File: config.mk
export PLATFORM = sky130hd
export DESIGN_NAME = ara_vcfg_unit
export DESIGN_NICKNAME = d
export VERILOG_FILES = /design/src/rtl/ara_vcfg_unit.sv
export SDC_FILE = /design/constraint.sdc
export NUM_CORES = 1
export LEC_CHECK = 0
export ABC_AREA = 1
export CAP_MARGIN = 20
export CORE_ASPECT_RATIO = 0.5
export CORE_UTILIZATION = 28
export CTS_BUF_LIST = sky130_fd_sc_hd__clkbuf_4 sky130_fd_sc_hd__clkbuf_8
export DETAILED_ROUTE_END_ITERATION = 12
export PLACE_DENSITY_LB_ADDON = 0.15
export SETUP_SLACK_MARGIN = 0.4
export SLEW_MARGIN = 20
export SYNTH_ARGS = -nofsm -noshare
export SYNTH_HDL_FRONTEND = slang
export SYNTH_SLANG_ARGS = --single-unit
File: constraint.sdc
create_clock -name clk_i -period 3.6 [get_ports clk_i]
set_input_delay 0.54 -clock clk_i [delete_from_list [all_inputs] [get_ports clk_i]]
set_output_delay 0.54 -clock clk_i [all_outputs]
set_load 0.1 [all_outputs]
File: src/rtl/ara_vcfg_unit.sv
// ara_vcfg_unit: executes vsetvli / vsetivli / vsetvl and owns the architectural vl and vtype.
// Optional feature macro: ARA_VCFG_FRACT_LMUL_EN enables fractional LMUL (mf2/mf4/mf8);
// without it every fractional vlmul is rejected with vill and no fractional VLMAX shifter exists.
`default_nettype none

module ara_vcfg_unit #(
    parameter int unsigned VLEN = 4096,
    parameter int unsigned ELEN = 64,
    parameter int unsigned XLEN = 64
) (
    input  logic                    clk_i,
    input  logic                    rst_ni,
    input  logic                    req_valid_i,
    output logic                    req_ready_o,
    input  logic [31:0]             req_instr_i,
    input  logic [XLEN-1:0]         req_rs1_i,
    input  logic [XLEN-1:0]         req_rs2_i,
    output logic                    resp_valid_o,
    input  logic                    resp_ready_i,
    output logic [4:0]              resp_rd_o,
    output logic [XLEN-1:0]         resp_result_o,
    output logic                    resp_illegal_o,
    output logic [$clog2(VLEN):0]   vl_o,
    output logic [8:0]              vtype_o,
    output logic                    vcfg_update_o
);

    localparam int unsigned VLW = $clog2(VLEN) + 1;
    // Comparison width wide enough for both a full XLEN AVL and a full VLMAX.
    localparam int unsigned CW  = (XLEN > VLW) ? XLEN : VLW;

    localparam logic [6:0] OPC_VECTOR = 7'h57;
    localparam logic [2:0] F3_OPCFG   = 3'b111;
    localparam logic [2:0] LMUL_RSVD  = 3'b100;
    localparam logic [8:0] VTYPE_VILL = 9'h100;

    typedef enum logic [1:0] {
        IDLE,
        CALC,
        RESP
    } state_e;

    state_e state_q, state_d;

    logic [31:0]      instr_q;
    logic [XLEN-1:0]  rs1_q;
    logic [XLEN-1:0]  rs2_q;
    logic [VLW-1:0]   vl_q;
    logic [8:0]       vtype_q;
    logic [4:0]       respRd_q;
    logic [XLEN-1:0]  respResult_q;
    logic             respIllegal_q;
    logic             update_q;

    logic             accept;
    logic [4:0]       rdField;
    logic [4:0]       rs1Field;
    logic             isOpcfg;
    logic             isVsetvli;
    logic             isVsetivli;
    logic             isVsetvl;
    logic             legal;
    logic [7:0]       vtypeSrc;
    logic             rsvdNz;
    logic [2:0]       vsew;
    logic [2:0]       vlmul;
    logic [31:0]      sewBits;
    logic             sewTooWide;
    logic             isFract;
    logic             fractBad;
    logic             vill;
    logic [CW-1:0]    vlmaxBase;
    logic [CW-1:0]    vlmax;
    logic [CW-1:0]    avl;
    logic [CW-1:0]    minVl;
    logic [VLW-1:0]   newVl;
`ifdef ARA_VCFG_FRACT_LMUL_EN
    logic [1:0]       fractK;
`endif

    assign accept = req_valid_i && req_ready_o;

    // State register; reset abandons any instruction in flight.
    always_ff @(posedge clk_i or negedge rst_ni) begin
        if (!rst_ni) begin
            state_q <= IDLE;
        end else begin
            state_q <= state_d;
        end
    end

    // Next-state logic: accept, compute for one cycle, then hold the response until taken.
    always_comb begin
        state_d = state_q;
        unique case (state_q)
            IDLE:    if (accept) state_d = CALC;
            CALC:    state_d = RESP;
            RESP:    if (resp_ready_i) state_d = IDLE;
            default: state_d = IDLE;
        endcase
    end

    // Handshake outputs depend only on the registered state.
    always_comb begin
        req_ready_o  = (state_q == IDLE);
        resp_valid_o = (state_q == RESP);
    end

    // Capture the instruction and scalar operands when a request is accepted.
    always_ff @(posedge clk_i or negedge rst_ni) begin
        if (!rst_ni) begin
            instr_q <= '0;
            rs1_q   <= '0;
            rs2_q   <= '0;
        end else if (accept) begin
            instr_q <= req_instr_i;
            rs1_q   <= req_rs1_i;
            rs2_q   <= req_rs2_i;
        end
    end

    // Decode the registered word and check the requested vtype for legality.
    always_comb begin
        rdField    = instr_q[11:7];
        rs1Field   = instr_q[19:15];
        isOpcfg    = (instr_q[6:0] == OPC_VECTOR) && (instr_q[14:12] == F3_OPCFG);
        isVsetvli  = ~instr_q[31];
        isVsetivli = (instr_q[31:30] == 2'b11);
        isVsetvl   = (instr_q[31:25] == 7'b1000000);
        legal      = isOpcfg && (isVsetvli || isVsetivli || isVsetvl);

        if (isVsetvl) begin
            vtypeSrc = rs2_q[7:0];
            rsvdNz   = |rs2_q[XLEN-1:8];
        end else if (isVsetivli) begin
            vtypeSrc = instr_q[27:20];
            rsvdNz   = |instr_q[29:28];
        end else begin
            vtypeSrc = instr_q[27:20];
            rsvdNz   = |instr_q[30:28];
        end

        vsew       = vtypeSrc[5:3];
        vlmul      = vtypeSrc[2:0];
        sewBits    = 32'd8 << vsew;
        sewTooWide = (sewBits > ELEN);
        isFract    = vlmul[2] && (vlmul != LMUL_RSVD);
`ifdef ARA_VCFG_FRACT_LMUL_EN
        // vlmul 5/6/7 encode LMUL 1/8, 1/4, 1/2.
        fractK   = (~vlmul[1:0]) + 2'd1;
        fractBad = isFract && (sewBits > (ELEN >> fractK));
`else
        fractBad = isFract;
`endif
        vill = rsvdNz || sewTooWide || (vlmul == LMUL_RSVD) || fractBad;
    end

    // VLMAX and the new vl; the AVL is compared at full width so large rs1 values saturate.
    always_comb begin
        vlmaxBase = CW'(VLEN) >> (4'd3 + {1'b0, vsew});
        if (!vlmul[2]) begin
            vlmax = vlmaxBase << vlmul[1:0];
`ifdef ARA_VCFG_FRACT_LMUL_EN
        end else if (isFract) begin
            vlmax = vlmaxBase >> fractK;
`endif
        end else begin
            vlmax = '0;
        end

        if (isVsetivli) begin
            avl = CW'(rs1Field);
        end else if (rs1Field != 5'd0) begin
            avl = CW'(rs1_q);
        end else if (rdField != 5'd0) begin
            avl = '1;
        end else begin
            avl = CW'(vl_q);
        end

        minVl = (avl < vlmax) ? avl : vlmax;
        newVl = VLW'(minVl);
    end

    // Commit vl/vtype at the end of CALC for legal encodings only.
    always_ff @(posedge clk_i or negedge rst_ni) begin
        if (!rst_ni) begin
            vl_q    <= '0;
            vtype_q <= VTYPE_VILL;
        end else if ((state_q == CALC) && legal) begin
            if (vill) begin
                vl_q    <= '0;
                vtype_q <= VTYPE_VILL;
            end else begin
                vl_q    <= newVl;
                vtype_q <= {1'b0, vtypeSrc};
            end
        end
    end

    // Build the response at the end of CALC and hold it through backpressure.
    always_ff @(posedge clk_i or negedge rst_ni) begin
        if (!rst_ni) begin
            respRd_q      <= '0;
            respResult_q  <= '0;
            respIllegal_q <= 1'b0;
        end else if (state_q == CALC) begin
            respRd_q      <= rdField;
            respIllegal_q <= ~legal;
            respResult_q  <= (legal && !vill) ? XLEN'(newVl) : '0;
        end
    end

    // Single-cycle update strobe for the dispatcher, high in the first RESP cycle.
    always_ff @(posedge clk_i or negedge rst_ni) begin
        if (!rst_ni) begin
            update_q <= 1'b0;
        end else begin
            update_q <= (state_q == CALC) && legal;
        end
    end

    assign resp_rd_o      = respRd_q;
    assign resp_result_o  = respResult_q;
    assign resp_illegal_o = respIllegal_q;
    assign vl_o           = vl_q;
    assign vtype_o        = vtype_q;
    assign vcfg_update_o  = update_q;

endmodule

`default_nettype wire
* Word level (Yosys, flattened, before mapping)
Cells that the tools add are included.
** Cells by class
- Add/subtract/negate cells :: 1
- Magnitude comparators :: 2
- Equal/unequal tests :: 10
- Shift operators :: 3
- Mux-type cells :: 14
- Bitwise logic cells :: 2
- Reduce and logical (&&, ||, !) cells :: 19
** Operator list (number)
- 2-to-1 mux 64 bit :: 4
- less-than comparator 64 bit :: 1
- left shift 64 x 2 -> 64 bit :: 1
- >> shifter 13 x 4 -> 64 bit (first input constant) :: 1
- OR reduction 56 bit :: 1
- 2-to-1 mux 13 bit :: 3
- > comparator 32 x 7 -> 1 bit (second input constant) :: 1
- left shift 4 x 3 -> 32 bit (first input constant) :: 1
- equality test 7 bit (second input constant) :: 2
- nonzero test 5 bit :: 2
- 2-to-1 mux 9 bit :: 1
- 2-to-1 mux 8 bit :: 1
- equality test 3 bit (second input constant) :: 2
- logical AND 1 bit :: 6
- one-hot mux 2 bit (3 select lines) :: 1
- logical OR 1 bit :: 5
- adder 2 x 3 -> 4 bit (first input constant) :: 1
- equality test 2 bit (second input constant) :: 2
- 2-to-1 mux 2 bit :: 2
- != test 2 x 1 -> 1 bit (second input constant) :: 2
- != test 3 bit (second input constant) :: 1
- OR reduction 3 bit :: 1
- equality test 2 x 1 -> 1 bit (second input constant) :: 1
- zero test 2 bit :: 1
- other kinds (5) :: 7
** Storage, ports and cells
- Bits in registers :: 255
- Input port bits :: 164
- Output and inout port bits :: 95
- Logic and storage cells :: 61

* Depth between registers and ports, before layout
- Word-level depth :: 10
- Gate-level depth with buffers :: 25
- Mapped depth without buffers :: 24

* Worst setup path before layout
No wires, ideal clock.
- Path type :: register to register
- Start :: register state_q[0]
- End :: register rs1_q[12]
- Library setup time :: 133 ps
- Data arrival time :: 2986 ps
- Data required time :: 3467 ps
- Path slack :: 481 ps
- Cell stages (with the launch flop) :: 7
- Path buffers :: 2
- Period minus slack after synthesis :: 3119 ps
- Cells stage by stage :: dfrtp_1 -> nor2_1 -> nand2_1 -> clkinv_1 -> clkbuf_1 -> clkbuf_1 -> o21ai_0
** Between the ends
- Word-level cells in the longest chain between the ends :: 2
** Ends and longest elaborated chain
- start, declared :: line 43 : state_e state_q, state_d;
- start signal, assigned :: line 88 : state_q <= state_d;
- zero test 2 bit :: line 105 : req_ready_o = (state_q == IDLE);
- via req_ready_o :: line 14 : output logic req_ready_o,
- logical AND 1 bit :: line 81 : assign accept = req_valid_i && req_ready_o;
- end signal, assigned :: line 117 : rs1_q <= req_rs1_i;
- end, declared :: line 46 : logic [XLEN-1:0] rs1_q;
The timed path passes the listed nets, and every way through them passes these cells.
A chain may end at the register's enable or synchronous reset.

* Worst setup path in the final report
- Start :: register instr_q[25]
- End :: register vl_q[7], in the netlist vl_o[7]
** Between the ends
- Word-level cells in the longest chain between the ends :: 9
- Elaborated cells on any way between the ends :: 21
- Those cells by class :: 1 x add/sub; 2 x order compare; 3 x eq/ne; 3 x shift; 5 x mux; 7 x reduce/logical
** Ends and longest elaborated chain
- start, declared :: line 45 : logic [31:0] instr_q;
- start signal, assigned :: line 116 : instr_q <= req_instr_i;
- equality test 7 bit :: line 129 : isVsetvl = (instr_q[31:25] == 7'b1000000);
- 2-to-1 mux 8 bit :: line 132 : if (isVsetvl) begin
- adder 2 x 3 -> 4 bit :: line 160 : vlmaxBase = CW'(VLEN) >> (4'd3 + {1'b0, vsew});
- >> shifter 13 x 4 -> 64 bit :: line 160
- left shift 64 x 2 -> 64 bit :: line 162 : vlmax = vlmaxBase << vlmul[1:0];
- 2-to-1 mux 64 bit :: line 161 : if (!vlmul[2]) begin
- less-than comparator 64 bit :: line 181 : minVl = (avl < vlmax) ? avl : vlmax;
- 2-to-1 mux 13 bit :: line 181
- 2-to-1 mux 13 bit :: line 191 : if (vill) begin
- end signal, assigned :: line 195 : vl_q <= newVl;
- end, declared :: line 48 : logic [VLW-1:0] vl_q;
Parallel ways exist; a longest one is shown, timed or not.

==> run summary <==
Run status - completed
Largest net degree at the start of global routing - 87
Root Buffer - clkbuf_8
Placed Cells - 1820
Routed Antenna Nets - 0
DIE AREA - 34400 sq um
Vias per cell - 4.30
Residual DRC - 0
Synth Area in Compound Gates - 0.0489
H-tree depth reported by CTS - 2
Skew-Pair Late Insertion Delay - 0.55 ns
Final nets - 1601
Starting Density - 0.285
Worst setup SP type - flop
Post-synthesis cell area - 9420 sq um
Share of the synthesized area in the top cell type - 0.539
CTS tree - yes
Power Density - 771 nW/um^2
Most common cell in the netlist - nand2_1
Commonest cells in the netlist - nand2_1 (585), dfrtp_1 (203), nor2_1 (90)
Sink Count - 204
Vias in the first global route - 8421
CP arrival - 3.38 ns
DRT Pass-1 Iters - 5
Register area share after synthesis - 0.542
Synth area leaders - dfrtp_1 (54%), nand2_1 (23%), buf_4 (4.1%)
CP Data Required Time - 4.05 ns
Part of the cycle the worst path needs - 0.814
Register area - 5110 sq um
Filler cells - 3448
Clk slew on worst S/H paths - 0.06 ns
Simple-gate area share of the yosys netlist - 0.306
Crit Path Max Fanout - 7
Main combinational cell family by area after synthesis - simple AND/OR/NAND/NOR gates
Avg Cell Area, Syn - 7.83 sq um
Deepest clock path buffer count - 3
Peak supply drop - 259 uV
Final min period - 2.93 ns
First-pass GRT wire length - 43600 microns
Via count - 8130
Tot GR Track Use - 0.160
Final wirelength - 27100 microns
Post-route setup slack - 0.670 ns
RSZ-0062 raised after global routing - no
MaxCap Viol Count - 0
Final hold viol count - 0
Xor and xnor area share after synthesis - 0
Crit Path Category - flop to flop
Leakage - 6.37 nW
Post-synthesis mux area share - 0
Detailed Route Iter0 Violations - 304
Grt ovf - 0
Worst Tran Pin Value - 1.02 ns
DP Wirelength - 19300 microns
Share of cells above drive strength 1 - 0.0910
Slew Viols, Final - 0
Boundary Pins - 259
Synth Register Bits - 204
WL per Instance - 14.3 microns
Initial antenna violation count - 1
Area growth syn-to-layout - 34.7%
EDFF count, synth - 0
Endpoint type of the worst setup path - flop
Max Clock Freq - 341 MHz
Ys async rst share - 1.00
Ys flop type - dfrtp_1
Syn Inst Count - 1203
Finished Layout Cells - 1892
Slew headroom - 0.315
Final Util - 0.383
Endpoints failing setup - 0
Ys Warns - 0
Multi-input gate area - 3780 sq um
CTS Hold Bufs - 0
Adder-cell share of the synthesized area - 0.0146
Clock Skew - 0.0370 ns
Port bufs - 207
Worst Hold Class - input port to asynchronous set/reset pin
Core Area - 33100 sq um
Die span in y - 132 microns
Num CTS Buffers - 34
Synth area leader - dfrtp_1
Die width - 261 microns
# rows - 47
GPL Wtd Cong - 0.792
Setup tns final - 0 ns
Yosys cell types - 31
Dpl ws - 0.339 ns
## final timing paths
path                                          from                    end  slack, ns  depth (start not counted)
max                        instr_q[25]$_DFFE_PN0P_    vl_o[7]$_DFFE_PN0P_       0.67                         23
min                                         rst_ni   rs1_q[6]$_DFFE_PN0P_       0.06                          1
max reg2reg                instr_q[25]$_DFFE_PN0P_    vl_o[7]$_DFFE_PN0P_       0.67                         23
min reg2reg                  rs2_q[36]$_DFFE_PN0P_  rs2_q[36]$_DFFE_PN0P_       0.48                          2
max in group asynchronous                   rst_ni  rs1_q[44]$_DFFE_PN0P_       2.57                          2
min in group clk_i           rs2_q[36]$_DFFE_PN0P_  rs2_q[36]$_DFFE_PN0P_       0.48                          2
## kinds of logic after synthesis
logic type / Yosys count
fa+ha+maj: 11
compound gates: 81
flops: 204
other cells: 1
simple gates: 738
buf+inv: 168
## power breakdown
part	switching [mW]	internal (mW)	total, mW
Sequential	0.464	3.19	3.65
Combinational	2.62	1.37	3.99
Clock	0.986	1.16	2.15
## area by class of cell
cell class	count	share of cell area
flip-flops and latches	204	0.402
multi-input cells	881	0.298
repair buffers	231	0.179
clock buffers	52	0.0515
well taps	441	0.0435
inverters	74	0.0223
clock inverters	8	0.00335
diodes	1	0.000197
## layout by cell type (no fill, tap or decap), drive strengths merged, types with 4 or more instances in the layout
cell	instances
nand3	47
nor2	97
ha	11
buf	26
o21ai	61
clkbuf	53
o22ai	4
nand2	587
inv	73
conb	51
clkdlybuf4s50	204
o221a	6
a21oi	6
dfrtp	203
clkinv	8
## through the flow
step                      hold WS (ns)  cell area, sq um  power, mW
final                           0.0593             12700       9.79
after global routing            0.0905             12700       10.7
after CTS                       0.0636             12500       9.77
after detailed placement         0.466             11800       7.52
after global placement           0.462             11800       7.43
after floorplan                  0.244              9610       6.45
## state kept, by name, summed over array words and instances (netlist names)
name	flops
instr_q	32
resp_illegal_o	1
resp_rd_o	5
resp_result_o	13
rs1_q	64
rs2_q	64
state_q	2
vcfg_update_o	1
vl_o	13
vtype_o	9
## worst max-delay path, cell delays in order (launching register included)
cell and delay (ns):
dfrtp_1 0.40, inv_2 0.10, nand2_1 0.07, nor2_1 0.11, nand2_2 0.14, o21ai_4 0.23
inv_2 0.07, nor2_4 0.16, nand3_1 0.10, nand2_1 0.10, inv_1 0.05, ha_1 0.28
nand2_1 0.09, inv_1 0.04, a21oi_1 0.12, nand2_1 0.07, nand2_1 0.06, nand2_1 0.06
nand2_2 0.08, nand3_2 0.12, nor2_4 0.13, buf_6 0.13, nand2_1 0.07, nand3_1 0.08
## layer usage
| layer | vias to the layer above | share of wire | GRT usage |
|---|---|---|---|
| met5 | - | 0 | 0 |
| met4 | 0 | 0.015 | 0.0446 |
| met3 | 33 | 0.038 | 0.0347 |
| met2 | 130 | 0.51 | 0.280 |
| met1 | 3914 | 0.43 | 0.197 |
| li1 | 4053 | - | - |
## repair_timing
action,in CTS,in global routing
pin swaps,1,11
resized for setup,0,35
buffers inserted,2,9
cloned,0,0
endpoints found under the setup margin,22,26
(Power assumes the default switching activity.)
